## config.mk

```make
export PLATFORM = sky130hd
export DESIGN_NAME = mc_controller
export DESIGN_NICKNAME = d
export VERILOG_FILES = /design/src/rtl/mc_pkg.sv /design/src/rtl/mc_alu_decoder.sv /design/src/rtl/mc_controller.sv
export SDC_FILE = /design/constraint.sdc
export NUM_CORES = 1
export LEC_CHECK = 0
export CORE_MARGIN = 2
export CORE_UTILIZATION = 35
export DETAILED_ROUTE_END_ITERATION = 12
export GPL_ROUTABILITY_DRIVEN = 0
export PLACE_DENSITY = 0.72
export SLEW_MARGIN = 10
export SYNTH_ARGS = -nofsm -noshare
export SYNTH_HDL_FRONTEND = slang
export SYNTH_HIERARCHICAL = 1
export SYNTH_SLANG_ARGS = --single-unit
```

## constraint.sdc

```tcl
create_clock -name clk -period 6.45 [get_ports clk]
set_clock_uncertainty 0.2 [all_clocks]
set_input_delay 1.29 -clock clk [delete_from_list [all_inputs] [get_ports clk]]
set_output_delay 1.29 -clock clk [all_outputs]
set_load 0.02 [all_outputs]
```

## src/rtl/mc_pkg.sv

```systemverilog
// Shared definitions for the multicycle MIPS control unit.
// Contents: FSM state encoding, opcode/funct values of the supported
// instructions, ALU control codes, ALU operation classes, and the select
// encodings for the ALU B-operand and PC-source multiplexers.
package mc_pkg;

  typedef enum logic [3:0] {
    FETCH    = 4'd0,
    DECODE   = 4'd1,
    MEMADR   = 4'd2,
    MEMRD    = 4'd3,
    MEMWB    = 4'd4,
    MEMWR    = 4'd5,
    RTYPEEX  = 4'd6,
    RTYPEWB  = 4'd7,
    BEQEX    = 4'd8,
    ADDIEX   = 4'd9,
    ADDIWB   = 4'd10,
    JEX      = 4'd11
  } state_t;

  // Opcodes (instr[31:26])
  localparam logic [5:0] OP_RTYPE = 6'b000000;
  localparam logic [5:0] OP_LW    = 6'b100011;
  localparam logic [5:0] OP_SW    = 6'b101011;
  localparam logic [5:0] OP_BEQ   = 6'b000100;
  localparam logic [5:0] OP_ADDI  = 6'b001000;
  localparam logic [5:0] OP_J     = 6'b000010;

  // R-type funct codes (instr[5:0])
  localparam logic [5:0] FN_ADD = 6'b100000;
  localparam logic [5:0] FN_SUB = 6'b100010;
  localparam logic [5:0] FN_AND = 6'b100100;
  localparam logic [5:0] FN_OR  = 6'b100101;
  localparam logic [5:0] FN_SLT = 6'b101010;

  // ALU control codes driven to the datapath
  localparam logic [2:0] ALU_ADD = 3'b010;
  localparam logic [2:0] ALU_SUB = 3'b110;
  localparam logic [2:0] ALU_AND = 3'b000;
  localparam logic [2:0] ALU_OR  = 3'b001;
  localparam logic [2:0] ALU_SLT = 3'b111;

  // ALU operation class handed from the FSM to the ALU decoder
  localparam logic [1:0] ALUOP_ADD   = 2'b00;
  localparam logic [1:0] ALUOP_SUB   = 2'b01;
  localparam logic [1:0] ALUOP_FUNCT = 2'b10;

  // ALU B-operand select
  localparam logic [1:0] SRCB_REGB  = 2'b00;
  localparam logic [1:0] SRCB_FOUR  = 2'b01;
  localparam logic [1:0] SRCB_IMM   = 2'b10;
  localparam logic [1:0] SRCB_IMMSH = 2'b11;

  // PC source select
  localparam logic [1:0] PCSRC_ALURES = 2'b00;
  localparam logic [1:0] PCSRC_ALUOUT = 2'b01;
  localparam logic [1:0] PCSRC_JUMP   = 2'b10;

  // True for the R-type functions this control unit can execute.
  function automatic logic is_rtype_funct(input logic [5:0] funct);
    return (funct == FN_ADD) || (funct == FN_SUB) || (funct == FN_AND) ||
           (funct == FN_OR)  || (funct == FN_SLT);
  endfunction

endpackage

```

## src/rtl/mc_alu_decoder.sv

```systemverilog
// alu_decoder: combinational ALU control decode.
// Ports:
//   aluop      in  2  operation class: 00 add, 01 sub, 10 use funct
//   funct      in  6  instr[5:0]
//   alucontrol out 3  ALU operation code for the datapath
// Unknown funct values (and the unused aluop 11) fall back to add; illegal
// R-type functions are trapped by the FSM before they reach execute.
module alu_decoder
  import mc_pkg::*;
(
  input  logic [1:0] aluop,
  input  logic [5:0] funct,
  output logic [2:0] alucontrol
);

  // NOTE: every output of a combinational block gets a default first, so no
  // path through the case statements leaves it unassigned and infers a latch.
  always_comb begin
    alucontrol = ALU_ADD;
    case (aluop)
      ALUOP_SUB: alucontrol = ALU_SUB;
      ALUOP_FUNCT: begin
        case (funct)
          FN_ADD:  alucontrol = ALU_ADD;
          FN_SUB:  alucontrol = ALU_SUB;
          FN_AND:  alucontrol = ALU_AND;
          FN_OR:   alucontrol = ALU_OR;
          FN_SLT:  alucontrol = ALU_SLT;
          default: alucontrol = ALU_ADD;
        endcase
      end
      default: alucontrol = ALU_ADD;
    endcase
  end

endmodule

```

## src/rtl/mc_controller.sv

```systemverilog
// mc_controller: multicycle control unit for the MIPS datapath.
// A Moore FSM sequences fetch/decode/execute/memory/writeback for lw, sw,
// R-type (add/sub/and/or/slt), beq, addi and j. The memory handshake
// (memready) gates the FETCH load enables and the MEMWR retire; zero gates
// the branch PC load; DECODE flags unsupported instructions.
// Ports:
//   clk, reset (async, active-high)
//   op, funct      in   instruction fields from the instruction register
//   zero           in   ALU zero flag
//   memready       in   memory access completes this cycle
//   pcEn, IorD, memwrite, IRwrite, regdst, memtoreg, regwrite,
//   alusrcA, alusrcB, pcsrc, alucontrol   out  datapath controls
//   illegal, retire                         out  one-cycle status pulses
module mc_controller
  import mc_pkg::*;
(
  input  logic       clk,
  input  logic       reset,
  input  logic [5:0] op,
  input  logic [5:0] funct,
  input  logic       zero,
  input  logic       memready,
  output logic       pcEn,
  output logic       IorD,
  output logic       memwrite,
  output logic       IRwrite,
  output logic       regdst,
  output logic       memtoreg,
  output logic       regwrite,
  output logic       alusrcA,
  output logic [1:0] alusrcB,
  output logic [1:0] pcsrc,
  output logic [2:0] alucontrol,
  output logic       illegal,
  output logic       retire
);

  state_t     state_q, state_d;
  logic [1:0] aluop;

  // Architectural strobes before reset gating.
  logic pcen_c, memwrite_c, irwrite_c, regwrite_c, illegal_c, retire_c;

  // NOTE: state registers use non-blocking assignments so every flop samples
  // the pre-edge value; blocking here would create order-dependent races.
  always_ff @(posedge clk or posedge reset) begin
    if (reset) state_q <= FETCH;
    else       state_q <= state_d;
  end

  always_comb begin
    state_d    = state_q;
    aluop      = ALUOP_ADD;
    pcen_c     = 1'b0;
    memwrite_c = 1'b0;
    irwrite_c  = 1'b0;
    regwrite_c = 1'b0;
    illegal_c  = 1'b0;
    retire_c   = 1'b0;
    IorD       = 1'b0;
    regdst     = 1'b0;
    memtoreg   = 1'b0;
    alusrcA    = 1'b0;
    alusrcB    = SRCB_REGB;
    pcsrc      = PCSRC_ALURES;

    case (state_q)
      FETCH: begin
        alusrcB = SRCB_FOUR;
        // Instruction and PC+4 are committed only once memory delivers.
        if (memready) begin
          irwrite_c = 1'b1;
          pcen_c    = 1'b1;
          state_d   = DECODE;
        end
      end

      DECODE: begin
        // Precompute the branch target into aluout.
        alusrcB = SRCB_IMMSH;
        case (op)
          OP_LW, OP_SW: state_d = MEMADR;
          OP_RTYPE: begin
            if (is_rtype_funct(funct)) begin
              state_d = RTYPEEX;
            end else begin
              illegal_c = 1'b1;
              state_d   = FETCH;
            end
          end
          OP_BEQ:  state_d = BEQEX;
          OP_ADDI: state_d = ADDIEX;
          OP_J:    state_d = JEX;
          default: begin
            illegal_c = 1'b1;
            state_d   = FETCH;
          end
        endcase
      end

      MEMADR: begin
        alusrcA = 1'b1;
        alusrcB = SRCB_IMM;
        state_d = (op == OP_SW) ? MEMWR : MEMRD;
      end

      MEMRD: begin
        IorD = 1'b1;
        if (memready) state_d = MEMWB;
      end

      MEMWB: begin
        memtoreg   = 1'b1;
        regwrite_c = 1'b1;
        retire_c   = 1'b1;
        state_d    = FETCH;
      end

      MEMWR: begin
        // The write strobe stays up for the whole access; the store retires
        // on the cycle memory accepts it.
        IorD       = 1'b1;
        memwrite_c = 1'b1;
        if (memready) begin
          retire_c = 1'b1;
          state_d  = FETCH;
        end
      end

      RTYPEEX: begin
        alusrcA = 1'b1;
        aluop   = ALUOP_FUNCT;
        state_d = RTYPEWB;
      end

      RTYPEWB: begin
        regdst     = 1'b1;
        regwrite_c = 1'b1;
        retire_c   = 1'b1;
        state_d    = FETCH;
      end

      BEQEX: begin
        alusrcA  = 1'b1;
        aluop    = ALUOP_SUB;
        pcsrc    = PCSRC_ALUOUT;
        pcen_c   = zero;
        retire_c = 1'b1;
        state_d  = FETCH;
      end

      ADDIEX: begin
        alusrcA = 1'b1;
        alusrcB = SRCB_IMM;
        state_d = ADDIWB;
      end

      ADDIWB: begin
        regwrite_c = 1'b1;
        retire_c   = 1'b1;
        state_d    = FETCH;
      end

      JEX: begin
        pcsrc    = PCSRC_JUMP;
        pcen_c   = 1'b1;
        retire_c = 1'b1;
        state_d  = FETCH;
      end

      default: state_d = FETCH;
    endcase
  end

  alu_decoder u_alu_decoder (
    .aluop      (aluop),
    .funct      (funct),
    .alucontrol (alucontrol)
  );

  // While reset is high the state is already FETCH, but FETCH would still
  // raise IRwrite/pcEn on memready; suppress every write enable and pulse.
  assign pcEn     = pcen_c     & ~reset;
  assign memwrite = memwrite_c & ~reset;
  assign IRwrite  = irwrite_c  & ~reset;
  assign regwrite = regwrite_c & ~reset;
  assign illegal  = illegal_c  & ~reset;
  assign retire   = retire_c   & ~reset;

endmodule

```

==> results.md, run 1 <==
- The flow ran to the end, and the final reports show no timing, DRC or antenna violations.
- The longest clock path from root to sink contains 2 buffers.
- The data required time of the critical path is 4960 ps.
- The worst hold-check path type is reg -> reg.
- The total I/O pin count is 33.
- The number of filler instances in the final layout is 203.
- The number of antenna violations at the first check in global routing was 0.
- Global routing consumed, over all layers together, 16.9% of the routing resources.
- The antenna diode count is 0.
- The commonest register cell after synthesis is sky130_fd_sc_hd__dfrtp_1.
- After clock tree synthesis, the clock-pin slew on the worst setup and hold paths is 40 ps.
- For this run, global-route usage on met2 was measured as 26.0%.
- The max-slew violation count is 0.
- The top cell type by total area after synthesis is sky130_fd_sc_hd__dfrtp_1.
- The count of input and output buffers is 32.
- The final sum of negative setup slack is 0 ps.
- The total area inside the core boundary comes to 1960 µm².
- The number of buffers created by CTS is 3.
- The floorplan die width is 49.6 µm.
- For the pin with the worst max-slew slack, the measured transition is 486 ps.
- The warning count from the yosys run is 6.
- The number of nets produced by synthesis is 118.
- The HPWL after detailed placement is 1.57 mm.
- The critical path data arrival time is 3180 ps.
- The leakage component of the power is 0.386 nW.
- Dividing the synthesized area by the synthesized cell count gives 7.28 µm².
- In this run the power density over the cells is 232 nW/µm².
- In the routed design, unresolved DRC markers number 0.
- The number of setup buffers added after CTS is 0.
- In the routed layout, each cell is associated on average with a via count of 5.44.
- For this configuration, the core starts out at a cell density of 37.1%.
- The worst setup path is launched from an input pin.
- The later pin in the worst-skew pair is clocked with a latency of 230 ps.
- Relative to the synthesized area, the layout overhead comes to 46.7%.
- Setup violations remaining at the end of the flow were counted as 0.
- In this run the clock root is driven by a sky130_fd_sc_hd__clkbuf_4.
- Counting flops and latches in the post-synthesis netlist gives 4.
- The hold-fix buffer count after cts is 0.
- The total number of vias is 849.
- The number of clock sinks is 4.
- The maximum fanout along the worst path is 7.
- met2 is the most crowded layer.
- The post-route netlist has 7.75% of its cells at a drive strength greater than 1.
- The floorplan has 16 rows.
- The final critical path takes up 72.4% of the cycle.
- The reported max-cap violation count is 0.
- The vertical extent of the die is 49.6 µm.
- The flip-flop count of the largest register, all copies and words added is 4.
- The fraction of met3 tracks used by global routing is 3.94%.
- After detailed routing, the average wire length per cell comes to 12.9 µm.
- Static timing analysis puts the maximum clock frequency at 0.214 GHz.
- Headroom to the max-slew limit came out at 67.6%.
- The startpoint-to-endpoint class of the critical path is in -> out.
- Setup repair after global routing left no endpoint under its margin.
- The hold violation count in the final report was 0.
- The total power consumption of the routed design is 0.000248 W.
- Post-CTS repair changed the size of 0 cells.
- The pin count of the biggest net entering global routing is 18.
- The number of nets still failing antenna checks after routing is 0.
- By area the synthesized netlist is led by sky130_fd_sc_hd__dfrtp_1 14%, sky130_fd_sc_hd__nor3_1 6.9%, sky130_fd_sc_hd__nor2_1 5.7%.
- By count the netlist is led by 11 x sky130_fd_sc_hd__nor2_1, 10 x sky130_fd_sc_hd__nor3_1, 8 x sky130_fd_sc_hd__inv_1.
- The post-synthesis instance area is 728 µm².
- The number of H-tree levels is 1.
- Sequential cells were found to cover 13.7% of the synthesized design area.
- The most used standard cell by instance count after synthesis is sky130_fd_sc_hd__nor2_1.
- The remaining global-route overflow is 0.
- TritonCTS built the clock tree.
- The time the worst path needs with I/O delays and setup is 4670 ps.
- Of all flip-flops after synthesis, the portion carrying an async set or reset was 100%.
- The wire length of the first global-routing pass is 3.40 mm.
- The portion of synthesized cell area occupied by the leading cell type is 13.7%.
- In the final layout, the registers with the most flip-flops are state_q: 4 flops.
- The most flop-heavy register is state_q.
- The worst supply voltage drop on vdd is 0.172 mV.
- The count of flip-flops with a built-in enable after synthesis is 0.
- For this run, the post-layout net count is 149.
- For this run, the detailed router's first-pass iteration total came to 4.
- The capturing element type of the critical path is a primary output.
- The violation count after the first detailed-routing iteration is 23.
- After detailed routing, the total wire length is 2.02 mm.
- The number of different library cells in the post-synthesis netlist is 37.
- The fraction of met1 tracks used by global routing is 24.7%.
- The post-synthesis instance total is 100.
- The floorplan step defined a die boundary enclosing 2460 µm².
- The via count of the first global-routing pass came to 703.
-- through the flow --
stage	area [µm²]	hold WS (ps)	std cells	utilization (%)	setup WS [ps]
floorplan	728	436	100	-	2680
global placement	1050	526	153	53.3	1830
detailed placement	1050	522	153	53.3	1820
CTS	1070	529	156	54.5	1790
global route	1070	586	156	54.5	1670
finish	1070	533	156	54.5	1780
-- placed cells by master (no fill, tap or decap), types with 2 or more instances in the layout --
| cell | synthesis | layout |
|---|---|---|
| sky130_fd_sc_hd__dfrtp_1 | 4 | 4 |
| sky130_fd_sc_hd__clkbuf_4 | 0 | 3 |
| sky130_fd_sc_hd__and3_1 | 2 | 2 |
| sky130_fd_sc_hd__nor3_1 | 10 | 10 |
| sky130_fd_sc_hd__inv_1 | 8 | 8 |
| sky130_fd_sc_hd__nor2_1 | 11 | 11 |
| sky130_fd_sc_hd__xor2_1 | 3 | 3 |
| sky130_fd_sc_hd__mux2i_1 | 2 | 2 |
| sky130_fd_sc_hd__o21ai_0 | 6 | 6 |
| sky130_fd_sc_hd__o211ai_1 | 2 | 2 |
| sky130_fd_sc_hd__nand2_1 | 3 | 3 |
| sky130_fd_sc_hd__ha_1 | 2 | 2 |
| sky130_fd_sc_hd__clkdlybuf4s50_1 | 0 | 32 |
| sky130_fd_sc_hd__nand4bb_1 | 3 | 3 |
| sky130_fd_sc_hd__a31oi_1 | 3 | 3 |
| sky130_fd_sc_hd__nand3b_1 | 2 | 2 |
| sky130_fd_sc_hd__a21oi_1 | 7 | 7 |
| sky130_fd_sc_hd__or3b_1 | 2 | 2 |
| sky130_fd_sc_hd__nand2b_1 | 6 | 6 |
-- where the power goes --
part           leakage [nW]  switching [W]   total, W  internal, W
Combinational         0.320      0.0000827   0.000160    0.0000774
Sequential           0.0531      0.0000267  0.0000585    0.0000318
Clock                0.0138     0.00000891  0.0000296    0.0000207
-- final cells by class --
type                            instances  area, µm²  area share (%)
Clock buffer                            3       22.5            2.11
Inverter                                8       30.0            2.81
Multi-Input combinational cell         82        562            52.6
Sequential cell                         4        100            9.37
Tap cell                               27       33.8            3.16
Timing Repair Buffer                   32        320            30.0
-- cells by family (layout without fill, tap and decap cells) --
family	after synthesis	after routing	share of synthesized area, %
xor+xnor	3	3	3.61
buf+inv	14	43	9.11
fa+ha+maj	2	2	3.44
flops	4	4	13.7
mux	2	2	2.75
simple gates	49	49	43.8
compound gates	26	26	23.5
-- critical path, cell delays in order --
cell	delay, ps
sky130_fd_sc_hd__clkdlybuf4s50_1	570
sky130_fd_sc_hd__xor2_1	210
sky130_fd_sc_hd__o211ai_1	220
sky130_fd_sc_hd__nand4_1	120
sky130_fd_sc_hd__nor3_1	140
sky130_fd_sc_hd__clkdlybuf4s50_1	630
-- worst paths after layout --
check	from	end	slack (ps)	cells after the start
hold reg to reg	state_q[3]	state_q[0]	530	1
setup / recovery	op[3]	illegal	1780	6
min in group asynchronous	reset	state_q[2]	1170	2
setup reg to reg	state_q[1]	state_q[1]	4780	4
max in group asynchronous	reset	state_q[3]	4690	2
hold / removal	state_q[3]	state_q[0]	530	1
-- layer usage --
layer  routed length (µm)  share of wire (%)
met1                 1010                 50
met2                  891                 44
met3                  113                5.6
met4                    0                  0
met5                    0                  0
No activity file was read; power rests on OpenSTA's default activity.
==> run 2, diff against run 1 <==
PLACE_DENSITY = 0.75   (was 0.72)
clock period = 4.15 ns   (was 6.45 ns; I/O delays follow)
==> run 2 against run 1 <==
Critical path depth did not move. Clock power up 68%. Sequential cell count is the same. Count of clock-buffer cells in the layout did not move. Critical path type unchanged. Largest cell class unchanged. Largest power group unchanged.
==> results.md, run 2 (synthesized netlist as in run 1, its figures left out) <==
- The largest individual stage delay along the critical path comes from the cell sky130_fd_sc_hd__clkdlybuf4s50_1.
- After global routing the overflow that remains totals 0.
- The capturing element type of the critical path is a primary output.
- The post-layout instance area is 1080 µm².
- The count of buffers added by post-CTS timing repair for setup is 0.
- The internal power component is 0.000203 W.
- The signed area change from the synthesized netlist to the final layout is 47.8%.
- The clock tree from TritonCTS is built.
- For this configuration, the core starts out at a cell density of 37.1%.
- The vertical extent of the die is 49.6 µm.
- The average wire per standard cell is 13.1 µm.
- Setup violations remaining at the end of the flow were counted as 0.
- STA classifies the critical path startpoint as an input pin.
- For this design the total switching power over the nets is 0.000187 W.
- Across the VDD grid, the largest voltage drop is 0.300 mV.
- The count of input and output buffers is 32.
- The number of clock sinks is 4.
- state_q holds more flip-flops than any other register.
- Combinational logic is responsible for 64.6% of the overall power.
- 33 I/O pins were placed.
- The proportion of total power due to net switching is 47.9%.
- The leading cell type in the layout, fill and taps excluded is sky130_fd_sc_hd__clkdlybuf4s50_1.
- The later-pin clock latency in the skew report is 240 ps.
- The area enclosed by the die boundary is 2460 µm².
- In the layout the commonest cells are 32 x sky130_fd_sc_hd__clkdlybuf4s50_1, 11 x sky130_fd_sc_hd__nor2_1, 10 x sky130_fd_sc_hd__nor3_1.
- Across all hold checks on the routed design, the worst slack comes to 460 ps.
- The post-placement cell area is 1050 µm².
- The most repeated library cell on the critical path is sky130_fd_sc_hd__clkdlybuf4s50_1.
- The signal on the critical path passes through clkdlybuf4s50_1, xor2_1, o211ai_1, nand4_1, nor3_1, clkdlybuf4s50_1.
- For the worst setup path, the data arrival time is 2750 ps.
- The startpoint-to-endpoint class of the critical path is in -> out.
- After layout, the minimum clock period comes to 3780 ps.
- The smallest setup slack after layout is 370 ps.
- The deepest clock path buffer count is 2.
- The first global-routing pass estimated 3.56 mm of wire.
- The pre-antenna-repair detailed-routing pass consisted of 6 iterations.
- At the pin with the least slew margin, the transition time is 486 ps.
- CTS placed an instance of sky130_fd_sc_hd__clkbuf_4 at the clock tree root.
- Setup repair after global routing left no endpoint under its margin.
- The maximum clock rate is 0.265 GHz.
- Dividing the detail-routed via count by the number of cells gives 5.34.
- The hold violation count in the final report is 0.
- After floorplanning, the core was divided into 16 placement rows.
- Summed over all cells, the static leakage comes to 0.392 nW.
- The max-slew violation count was 0.
- The count of nets left with antenna violations once routing finished came out at 0.
- Clock-pin slew was measured on the worst setup and hold paths at 40 ps.
- The number of antenna violations at the first check in global routing is 0.
- The total power per unit cell area is 362 nW/µm².
- Across all layers, the routed design uses 838 vias.
- The floorplan die width is 49.6 µm.
- The tool flagged a number of max-cap violations equal to 0.
- The relative contribution of sequential cells to total power is 22.7%.
- For the worst setup path, the data required time is 3120 ps.
- The final-stage net count is 150.
- Along the worst path, the maximum fanout reaches 7.
- Prior to clock tree synthesis, the placed netlist has a worst setup slack of 382 ps.
- Gates resized during post-CTS repair numbered 0.
- The final sum of negative setup slack is 0 ps.
- The clock power share is 12.7%.
- The via count of the first global-routing pass came to 800.
- Cells with a size suffix above 1 make up 8.46% of the layout.
- The remaining max-slew budget at the tightest pin is 67.6%.
- Dividing the final minimum period by the clock period gives 91.1%.
- The flow ran to the end, and the final reports show no timing, DRC or antenna violations.
- In the final layout, the registers with the most flip-flops are state_q: 4 flops.
- The total length of routed wires is 2.06 mm.
- The filler cells instantiated in the layout total 200.
- The pin count of the biggest net entering global routing is 18.
- The number of buffers created by CTS is 3.
- The antenna diode count is 0.
- The standard cell core area is 1960 µm².
- The tightest min-delay check is of the reg -> reg type.
- The delay contributed by the slowest stage of the critical path is 650 ps.
- The flip-flop count of the largest register, all copies and words added is 4.
- The violation count after the first detailed-routing iteration is 23.
- Detailed placement finished with a half-perimeter wire length of 1.60 mm.
- The remaining routing DRC violations is 0.
- Buffers inserted to repair hold after CTS numbered 0.
- Global routing used 18.2% of the available tracks across all layers.
- CTS built an H-tree with a depth of 1.
## run 2: area by class of cell
cell class	count	area [µm²]	area share, %
tap	27	33.8	3.14
timing repair buffer	33	328	30.5
inverter	8	30.0	2.79
multi-input combinational	82	562	52.2
clock buffer	3	22.5	2.09
sequential	4	100	9.30
## run 2: routing by layer
layer	wire, µm	GRT usage, %	part of all wire, %
met4	0	2.78	0
met2	926	28.9	45
met1	1030	24.4	50
met5	0	0	0
met3	106	5.76	5.1
## run 2: worst paths after layout
check / startpoint / endpoint / slack, ps / cells past startpoint
min: state_q[3] / state_q[0] / 460 / 2
max: op[3] / illegal / 370 / 6
max reg2reg: state_q[1] / state_q[1] / 2500 / 4
min reg2reg: state_q[3] / state_q[0] / 460 / 2
max in group asynchronous: reset / state_q[1] / 2840 / 2
min in group asynchronous: reset / state_q[3] / 720 / 2
## run 2: power groups by stage
stage	Combinational [W]	Sequential [W]	Clock, W
after global routing	0.000276	0.0000941	0.0000546
after CTS	0.000252	0.0000879	0.0000511
after global placement	0.000248	0.0000867	0
final	0.000252	0.0000884	0.0000496
after floorplan	0.000181	0.0000582	0
after detailed placement	0.000251	0.0000887	0
## run 2: metrics by stage
stage | total power, W | utilization (%) | cells
finish | 0.000390 | 54.8 | 157
global route | 0.000424 | 54.8 | 157
CTS | 0.000391 | 54.8 | 157
detailed placement | 0.000339 | 53.7 | 154
global placement | 0.000334 | 53.7 | 154
floorplan | 0.000240 | - | 100
## run 2: worst max-delay path: cells and delay by family
| family | cells | cell delay [ps] |
|---|---|---|
| XOR/XNOR | 1 | 130 |
| AND/OR/NAND/NOR | 2 | 270 |
| AO/OA/AOI/OAI | 1 | 240 |
| buffers and inverters | 2 | 1280 |
